**src/rtl/psk_rx_ctrl.sv**
```systemverilog
// PSK31 receive controller: preamble lock / squelch sequencing in front of a
// show-ahead character FIFO that feeds the software consumer.
module psk_rx_ctrl #(
  parameter int FIFO_DEPTH     = 8,
  parameter int PREAMBLE_ZEROS = 16,
  parameter int TIMEOUT_SYMS   = 256
) (
  input  logic                          clk,
  input  logic                          rst,
  input  logic                          rx_en,
  input  logic                          sym_tick,
  input  logic                          bit_in,
  input  logic [7:0]                    char_in,
  input  logic                          char_in_valid,
  input  logic                          rd_en,
  input  logic                          ovf_clr,
  output logic                          dec_enable,
  output logic [1:0]                    state,
  output logic [7:0]                    rd_data,
  output logic                          fifo_empty,
  output logic                          fifo_full,
  output logic [$clog2(FIFO_DEPTH):0]   fifo_count,
  output logic                          overflow
);

  // state    | meaning
  // IDLE     | receiver disabled, clock recovery held off
  // ACQUIRE  | counting consecutive zero bits of the preamble
  // LOCKED   | accepting characters, watching for carrier loss
  typedef enum logic [1:0] {
    ST_IDLE    = 2'b00,
    ST_ACQUIRE = 2'b01,
    ST_LOCKED  = 2'b10
  } state_t;

  localparam int PW = $clog2(FIFO_DEPTH);
  localparam int CW = PW + 1;
  localparam int ZW = $clog2(PREAMBLE_ZEROS + 1);
  localparam int TW = $clog2(TIMEOUT_SYMS + 1);
  localparam logic [ZW-1:0] ZERO_LOCK = ZW'(PREAMBLE_ZEROS);
  localparam logic [TW-1:0] SYM_LIMIT = TW'(TIMEOUT_SYMS);
  localparam logic [CW-1:0] DEPTH     = CW'(FIFO_DEPTH);

  state_t          state_q, state_d;
  logic            dec_enable_q, dec_enable_d;
  logic [ZW-1:0]   zero_cnt_q, zero_cnt_d;
  logic [TW-1:0]   sym_timer_q, sym_timer_d;
  logic [PW-1:0]   wr_ptr_q, wr_ptr_d;
  logic [PW-1:0]   rd_ptr_q, rd_ptr_d;
  logic [CW-1:0]   count_q, count_d;
  logic            overflow_q, overflow_d;
  logic [7:0]      fifo_mem [FIFO_DEPTH];

  logic            wr_req, rd_ok, wr_ok, drop;

  always_comb begin
    state_d     = state_q;
    zero_cnt_d  = zero_cnt_q;
    sym_timer_d = sym_timer_q;
    if (!rx_en) begin
      state_d     = ST_IDLE;
      zero_cnt_d  = '0;
      sym_timer_d = '0;
    end else begin
      unique case (state_q)
        ST_IDLE: begin
          state_d     = ST_ACQUIRE;
          zero_cnt_d  = '0;
          sym_timer_d = '0;
        end
        ST_ACQUIRE: begin
          if (zero_cnt_q == ZERO_LOCK) begin
            state_d     = ST_LOCKED;
            sym_timer_d = '0;
          end else if (sym_tick) begin
            zero_cnt_d = bit_in ? '0 : zero_cnt_q + ZW'(1);
          end
        end
        ST_LOCKED: begin
          if (sym_timer_q == SYM_LIMIT) begin
            state_d     = ST_ACQUIRE;
            sym_timer_d = '0;
            zero_cnt_d  = '0;
          end else if (char_in_valid) begin
            sym_timer_d = '0;
          end else if (sym_tick) begin
            sym_timer_d = sym_timer_q + TW'(1);
          end
        end
        default: begin
          state_d     = ST_IDLE;
          zero_cnt_d  = '0;
          sym_timer_d = '0;
        end
      endcase
    end
    dec_enable_d = (state_d != ST_IDLE);
  end

  // A write into a full FIFO is legal when the head is popped in the same cycle.
  always_comb begin
    wr_req     = char_in_valid && (state_q == ST_LOCKED);
    rd_ok      = rd_en && (count_q != '0);
    wr_ok      = wr_req && ((count_q != DEPTH) || rd_ok);
    drop       = wr_req && (count_q == DEPTH) && !rd_ok;
    wr_ptr_d   = wr_ok ? wr_ptr_q + PW'(1) : wr_ptr_q;
    rd_ptr_d   = rd_ok ? rd_ptr_q + PW'(1) : rd_ptr_q;
    count_d    = count_q;
    if (wr_ok && !rd_ok) count_d = count_q + CW'(1);
    if (rd_ok && !wr_ok) count_d = count_q - CW'(1);
    overflow_d = overflow_q;
    if (drop)         overflow_d = 1'b1;
    else if (ovf_clr) overflow_d = 1'b0;
  end

  always_ff @(posedge clk or negedge rst) begin
    if (!rst) begin
      state_q      <= ST_IDLE;
      dec_enable_q <= 1'b0;
      zero_cnt_q   <= '0;
      sym_timer_q  <= '0;
      wr_ptr_q     <= '0;
      rd_ptr_q     <= '0;
      count_q      <= '0;
      overflow_q   <= 1'b0;
    end else begin
      state_q      <= state_d;
      dec_enable_q <= dec_enable_d;
      zero_cnt_q   <= zero_cnt_d;
      sym_timer_q  <= sym_timer_d;
      wr_ptr_q     <= wr_ptr_d;
      rd_ptr_q     <= rd_ptr_d;
      count_q      <= count_d;
      overflow_q   <= overflow_d;
    end
  end

  always_ff @(posedge clk) begin
    if (wr_ok) fifo_mem[wr_ptr_q] <= char_in;
  end

  // Storage is not reset, so the head is gated to zero whenever the FIFO is empty.
  assign rd_data    = (count_q == '0) ? 8'h00 : fifo_mem[rd_ptr_q];
  assign fifo_empty = (count_q == '0);
  assign fifo_full  = (count_q == DEPTH);
  assign fifo_count = count_q;
  assign overflow   = overflow_q;
  assign dec_enable = dec_enable_q;
  assign state      = state_q;

endmodule
```
**config.mk**
```make
export PLATFORM = sky130hd
export DESIGN_NAME = psk_rx_ctrl
export DESIGN_NICKNAME = d
export VERILOG_FILES = /design/src/rtl/psk_rx_ctrl.sv
export SDC_FILE = /design/constraint.sdc
export NUM_CORES = 1
export LEC_CHECK = 0
export CORE_ASPECT_RATIO = 1.1
export CORE_MARGIN = 2
export CORE_UTILIZATION = 50
export DETAILED_ROUTE_END_ITERATION = 8
export DONT_BUFFER_PORTS = 1
export PLACE_DENSITY_LB_ADDON = 0.08
export REMOVE_ABC_BUFFERS = 1
export SYNTH_ARGS = -nofsm -noshare
export SYNTH_HDL_FRONTEND = slang
export SYNTH_SLANG_ARGS = --single-unit
```
**constraint.sdc**
```tcl
create_clock -name clk -period 3.19 [get_ports clk]
set_clock_uncertainty 0.05 [all_clocks]
set_input_delay 0.319 -clock clk [delete_from_list [all_inputs] [get_ports clk]]
set_output_delay 0.319 -clock clk [all_outputs]
set_load 0.02 [all_outputs]
```
# After elaboration in Yosys (flattened, before gate mapping)

Memories as Yosys holds them, arrays and structs flattened.
Index checks and enable logic that the tools add are counted.

Register bits: 28
Output and inout port bits: 18
Bits in latches: 0
Bits in writable memories: 64
Memories: 1
Memory bits (read-only): 0
Logic and storage cells: 67

Memory list:

| name     | words | width | rd ports | clocked after Yosys merged registers in | wr ports | RTL line | source |
|---|---|---|---|---|---|---|---|
| fifo_mem | 8     | 8     | 1        | 0                                       | 1        | 52       | `logic [7:0] fifo_mem [FIFO_DEPTH];` |

Multiply operators: 0
Eq/ne operators: 11
Bitwise gates (word level): 0
Multiplexer cells: 23
Shift-type cells: 0
Divide/modulo/power cells: 0
$add $sub $neg: 6
Order comparisons: 0
Reduce and logical (&&, ||, !) cells: 18

Operators by type and width:

| operator                                          | count |
|---|---|
| two-way mux 9 bit                                 | 5 |
| two-way mux 5 bit                                 | 5 |
| one-hot mux 9 bit (2 select lines)                | 1 |
| != test 3 bit (second input constant)             | 4 |
| one-hot mux 5 bit (2 select lines)                | 1 |
| adder 9 x 1 -> 9 bit (second input constant)      | 1 |
| equality test 9 bit (second input constant)       | 1 |
| two-way mux 4 bit                                 | 2 |
| two-way mux 8 bit                                 | 1 |
| logical AND 1 bit                                 | 7 |
| adder 3 x 1 -> 3 bit (second input constant)      | 2 |
| two-way mux 2 bit                                 | 3 |
| one-hot mux 2 bit (3 select lines)                | 1 |
| nonzero test 2 bit                                | 3 |
| adder 5 x 1 -> 5 bit (second input constant)      | 1 |
| equality test 5 bit (second input constant)       | 1 |
| != test 5 bit (second input constant)             | 1 |
| adder 4 x 1 -> 4 bit (second input constant)      | 1 |
| equality test 4 bit (second input constant)       | 1 |
| zero test 4 bit                                   | 1 |
| two-way mux 1 bit                                 | 4 |
| != test 4 bit (second input constant)             | 1 |
| nonzero test 4 bit                                | 1 |
| subtractor 4 x 1 -> 4 bit (second input constant) | 1 |
| other kinds (7)                                   | 8 |

# Logic depth before layout (Yosys ltp)

Depth after elaboration: 7
Gate-level depth with buffers: 8

# Worst setup path after synthesis

Ideal clock, no wire load.

Kind: flip-flop to flip-flop
From: reg count_q[0] (netlist: fifo_count[0])
To: reg count_q[3] (netlist: fifo_count[3])
Stages on the path, launching flop included: 9
Setup time: 0.080 ns
Path slack: 0.592 ns
Period minus slack after synthesis: 2.598 ns
Path buffers: 0
Data arrival time: 2.468 ns
Cells stage by stage: dfrtp_1 o41ai_1 nand2b_1 inv_1 ha_1 a21o_1 a21oi_1 mux2i_1 xor2_1

Word-level cells in the longest chain between the ends: 7

RTL lines:

| item                                                         | RTL line | source |
|---|---|---|
| start, declared                                              | 50       | `logic [CW-1:0] count_q, count_d;` |
| start signal, assigned                                       | 133      | `count_q <= count_d;` |
| branches (longest 7 deep; another with adder 4 x 1 -> 4 bit) | --       |  |

Parallel ways; which one is timed is not known. The select of a mux whose other input is x is not followed.
A chain may end at the register's enable or synchronous reset.

# Worst setup path after layout

Same ends and word-level chain as after synthesis.

==> summary.md <==
| Metric | Value |
|---|---|
| Hold slack | `0.0135 ns` |
| Largest net degree at the start of global routing | `29` |
| Final number of max-transition violations | `0` |
| PD cells | `675 mW/mm^2` |
| Io pins | `34` |
| Normalized max-slew margin | `0.419` |
| Critical Path Fanout Max | `7` |
| Unique masters post-synth | `49` |
| Cell Area, Synth | `0.00411 sq mm` |
| Register area share after synthesis | `0.638` |
| Crit end category | `register` |
| Detailed Routing Iterations Pass 1 | `4` |
| Row count | `34` |
| Cell count after synthesis | `269` |
| Register bit total from synthesis | `92` |
| Routed WL | `7610 um` |
| RSZ-0062 raised after global routing | `no` |
| CTS sink cnt | `92` |
| Longest Clk Path Bufs | `2` |
| Tcrit/Tclk final | `0.799` |
| Drt first-iter violations | `91` |
| Area Growth Syn to Fin | `13.3%` |
| Chip height | `99.1 um` |
| Most used DFF post-synth | `edfxtp_1` |
| Port Buffer Count | `0` |
| Num CTS Buffers | `9` |
| Final hold violation count | `0` |
| Setup Viol. Count Final | `0` |
| Setup TNS | `0 ns` |
| Measured slew at the worst slew-check pin | `0.872 ns` |
| Combined global-route utilization of all metal layers | `0.188` |
| Drt wl/cell | `18.6 um` |
| DPL Wire Length | `4960 um` |
| Min-delay worst type | `primary input to register` |
| Synth top area cells | `edfxtp_1, dfrtp_1, mux4_2` |
| Max VDD drop | `0.000329 V` |
| Die Wd | `90.4 um` |
| Async S/R FF share, synth | `0.304` |
| First-pass GRT wire length | `12,600 um` |
| Max cap viols | `0` |
| NumNets Final | `321` |
| Vias in the first global route | `2,324` |
| Crit path kind | `register to register` |
| Die ar. | `0.00896 sq mm` |
| Crit path DAT | `2.78 ns` |
| Final min period | `2.55 ns` |
| Clock-pin slew on the worst setup and hold paths | `0.09 ns` |
| H-tree depth | `3` |
| Congestion Overflow GR | `0` |
| FMAX | `392 MHz` |
| Gpl congestion | `0.821` |
| Most area-hungry cell type in the Yosys netlist | `edfxtp_1` |
| Core box area | `0.00796 sq mm` |
| Number of synthesized flops with an enable pin | `64` |
| Starting Density | `0.517` |
| Clock root buffer | `clkbuf_8` |
| Synthesis Warnings | `0` |
| Mean Syn Cell Area | `15.3 sq um` |
| Clk Latency, worst-skew pair | `0.36 ns` |
| Antenna viol nets, final | `0` |
| # DRC | `0` |
| N_diodes | `0` |
| Pleak | `1.72 nW` |
| Critical path launch point type | `register` |
| Routed vias/inst | `5.69` |
| CTS tree | `done` |
| Vias | `2,328` |
| Status | `finished, final reports clean` |
| Antenna violations before repair | `0` |
| CP required | `3.42 ns` |
| Layout cells sized above 1 | `0.173` |
| Top cell type's share of synthesized area | `0.468` |
[stage by stage]
step / utilization / worst slack, ns / cells / instance area (sq um) / total power [mW]
2_1_floorplan: - / 0.592 / 261 / 4070 / 2.12
3_3_place_gp: 0.539 / 0.714 / 380 / 4290 / 2.29
3_5_place_dp: 0.539 / 0.678 / 380 / 4290 / 2.30
4_1_cts: 0.583 / 0.654 / 407 / 4630 / 3.19
5_1_grt: 0.585 / 0.489 / 409 / 4650 / 3.31
6_report: 0.585 / 0.642 / 409 / 4650 / 3.14
[path summary, 6_finish.rpt]
path	start	endpoint	slack [ns]	cells after the start
setup / recovery	fifo_count[0]	fifo_count[3]	0.64	9
hold / removal	ovf_clr	overflow	0.01	1
setup reg to reg	fifo_count[0]	fifo_count[3]	0.64	9
hold reg to reg	wr_ptr_q[0]	wr_ptr_q[0]	0.48	1
max in group asynchronous	rst	sym_timer_q[3]	2.56	2
min in group asynchronous	rst	zero_cnt_q[3]	0.36	2
[state kept, by name, indices dropped and copies added, names as in the netlist]
name and cells:
dec_enable 1, zero_cnt_q 5, overflow 1, wr_ptr_q 3, fifo_count 4, sym_timer_q 9, fifo_mem 64, rd_ptr_q 3
state 2
[cell type report]
type / count / area, sq um
Multi-Input combinational cell: 154 / 1400
Fill cell: 648 / 3300
Clock buffer: 10 / 128
Inverter: 15 / 56.3
Sequential cell: 92 / 2620
Clock inverter: 6 / 95.1
Timing Repair Buffer: 24 / 223
Tap cell: 108 / 135
[where the power goes]
| part | internal [mW] | switching [mW] |
|---|---|---|
| clock network | 0.450 | 0.419 |
| logic | 0.368 | 0.396 |
| registers | 1.33 | 0.184 |
[cell usage in the layout, fill, tap and decap left out, types with 4 or more instances in the layout]
| master | n |
|---|---|
| nor2_1 | 21 |
| inv_1 | 15 |
| a21oi_1 | 10 |
| ha_1 | 8 |
| a31oi_1 | 7 |
| o21ai_0 | 4 |
| dfrtp_1 | 28 |
| clkbuf_8 | 9 |
| mux4_2 | 16 |
| nand2_1 | 8 |
| nand2b_1 | 9 |
| dlygate4sd3_1 | 12 |
| edfxtp_1 | 64 |
| buf_4 | 11 |
| nand3b_1 | 4 |
| xnor2_1 | 5 |
| mux2i_1 | 11 |
[worst max-delay path: stages (launching register included)]
cell and delay, ns:
dfrtp_1 0.54, o41ai_1 0.40, buf_4 0.20, nand2b_1 0.17, inv_1 0.09, ha_1 0.28
a21o_1 0.17, a21oi_1 0.17, mux2i_1 0.26, xor2_1 0.16
[cell usage after synthesis, types with 2 or more instances]
library cell / instances
o31ai_1: 2
nor3_1: 3
mux4_2: 16
a21oi_1: 10
xnor2_1: 5
ha_1: 8
nor4_4: 2
buf_2: 3
and4_1: 2
clkbuf_1: 4
and2_1: 2
mux2i_1: 11
nand2_1: 8
o21ai_0: 4
nand2b_1: 9
nand3b_1: 4
dfrtp_1: 28
inv_1: 15
nor2_1: 21
nand3_1: 3
nand4bb_1: 2
and3_1: 2
a31oi_1: 7
xor2_1: 3
a21o_1: 3
mux2_2: 3
o41ai_1: 2
edfxtp_1: 64
nand4_1: 3
[kinds of logic after synthesis]
family / Yosys count / synth area share
xor+xnor: 8 / 0.0171
fa+ha+maj: 9 / 0.0292
compound gates: 38 / 0.0676
buf+inv: 23 / 0.0222
flops: 92 / 0.638
simple gates: 68 / 0.100
mux: 31 / 0.125
[routing by layer]
| layer | global-route usage | wire length [um] | part of all wire |
|---|---|---|---|
| met4 | 0.0734 | 129 | 0.017 |
| met3 | 0.0382 | 295 | 0.039 |
| met5 | 0 | 0 | 0 |
| met1 | 0.251 | 3360 | 0.44 |
| met2 | 0.307 | 3820 | 0.50 |
[what timing repair did]
item | 4_1_cts | 5_1_grt
buffers inserted | 0 | 0
endpoints found under the hold margin | 87 | 4
gates resized for setup | 0 | 0
hold buffers | 11 | 2
No activity file was read; power rests on OpenSTA's default activity.
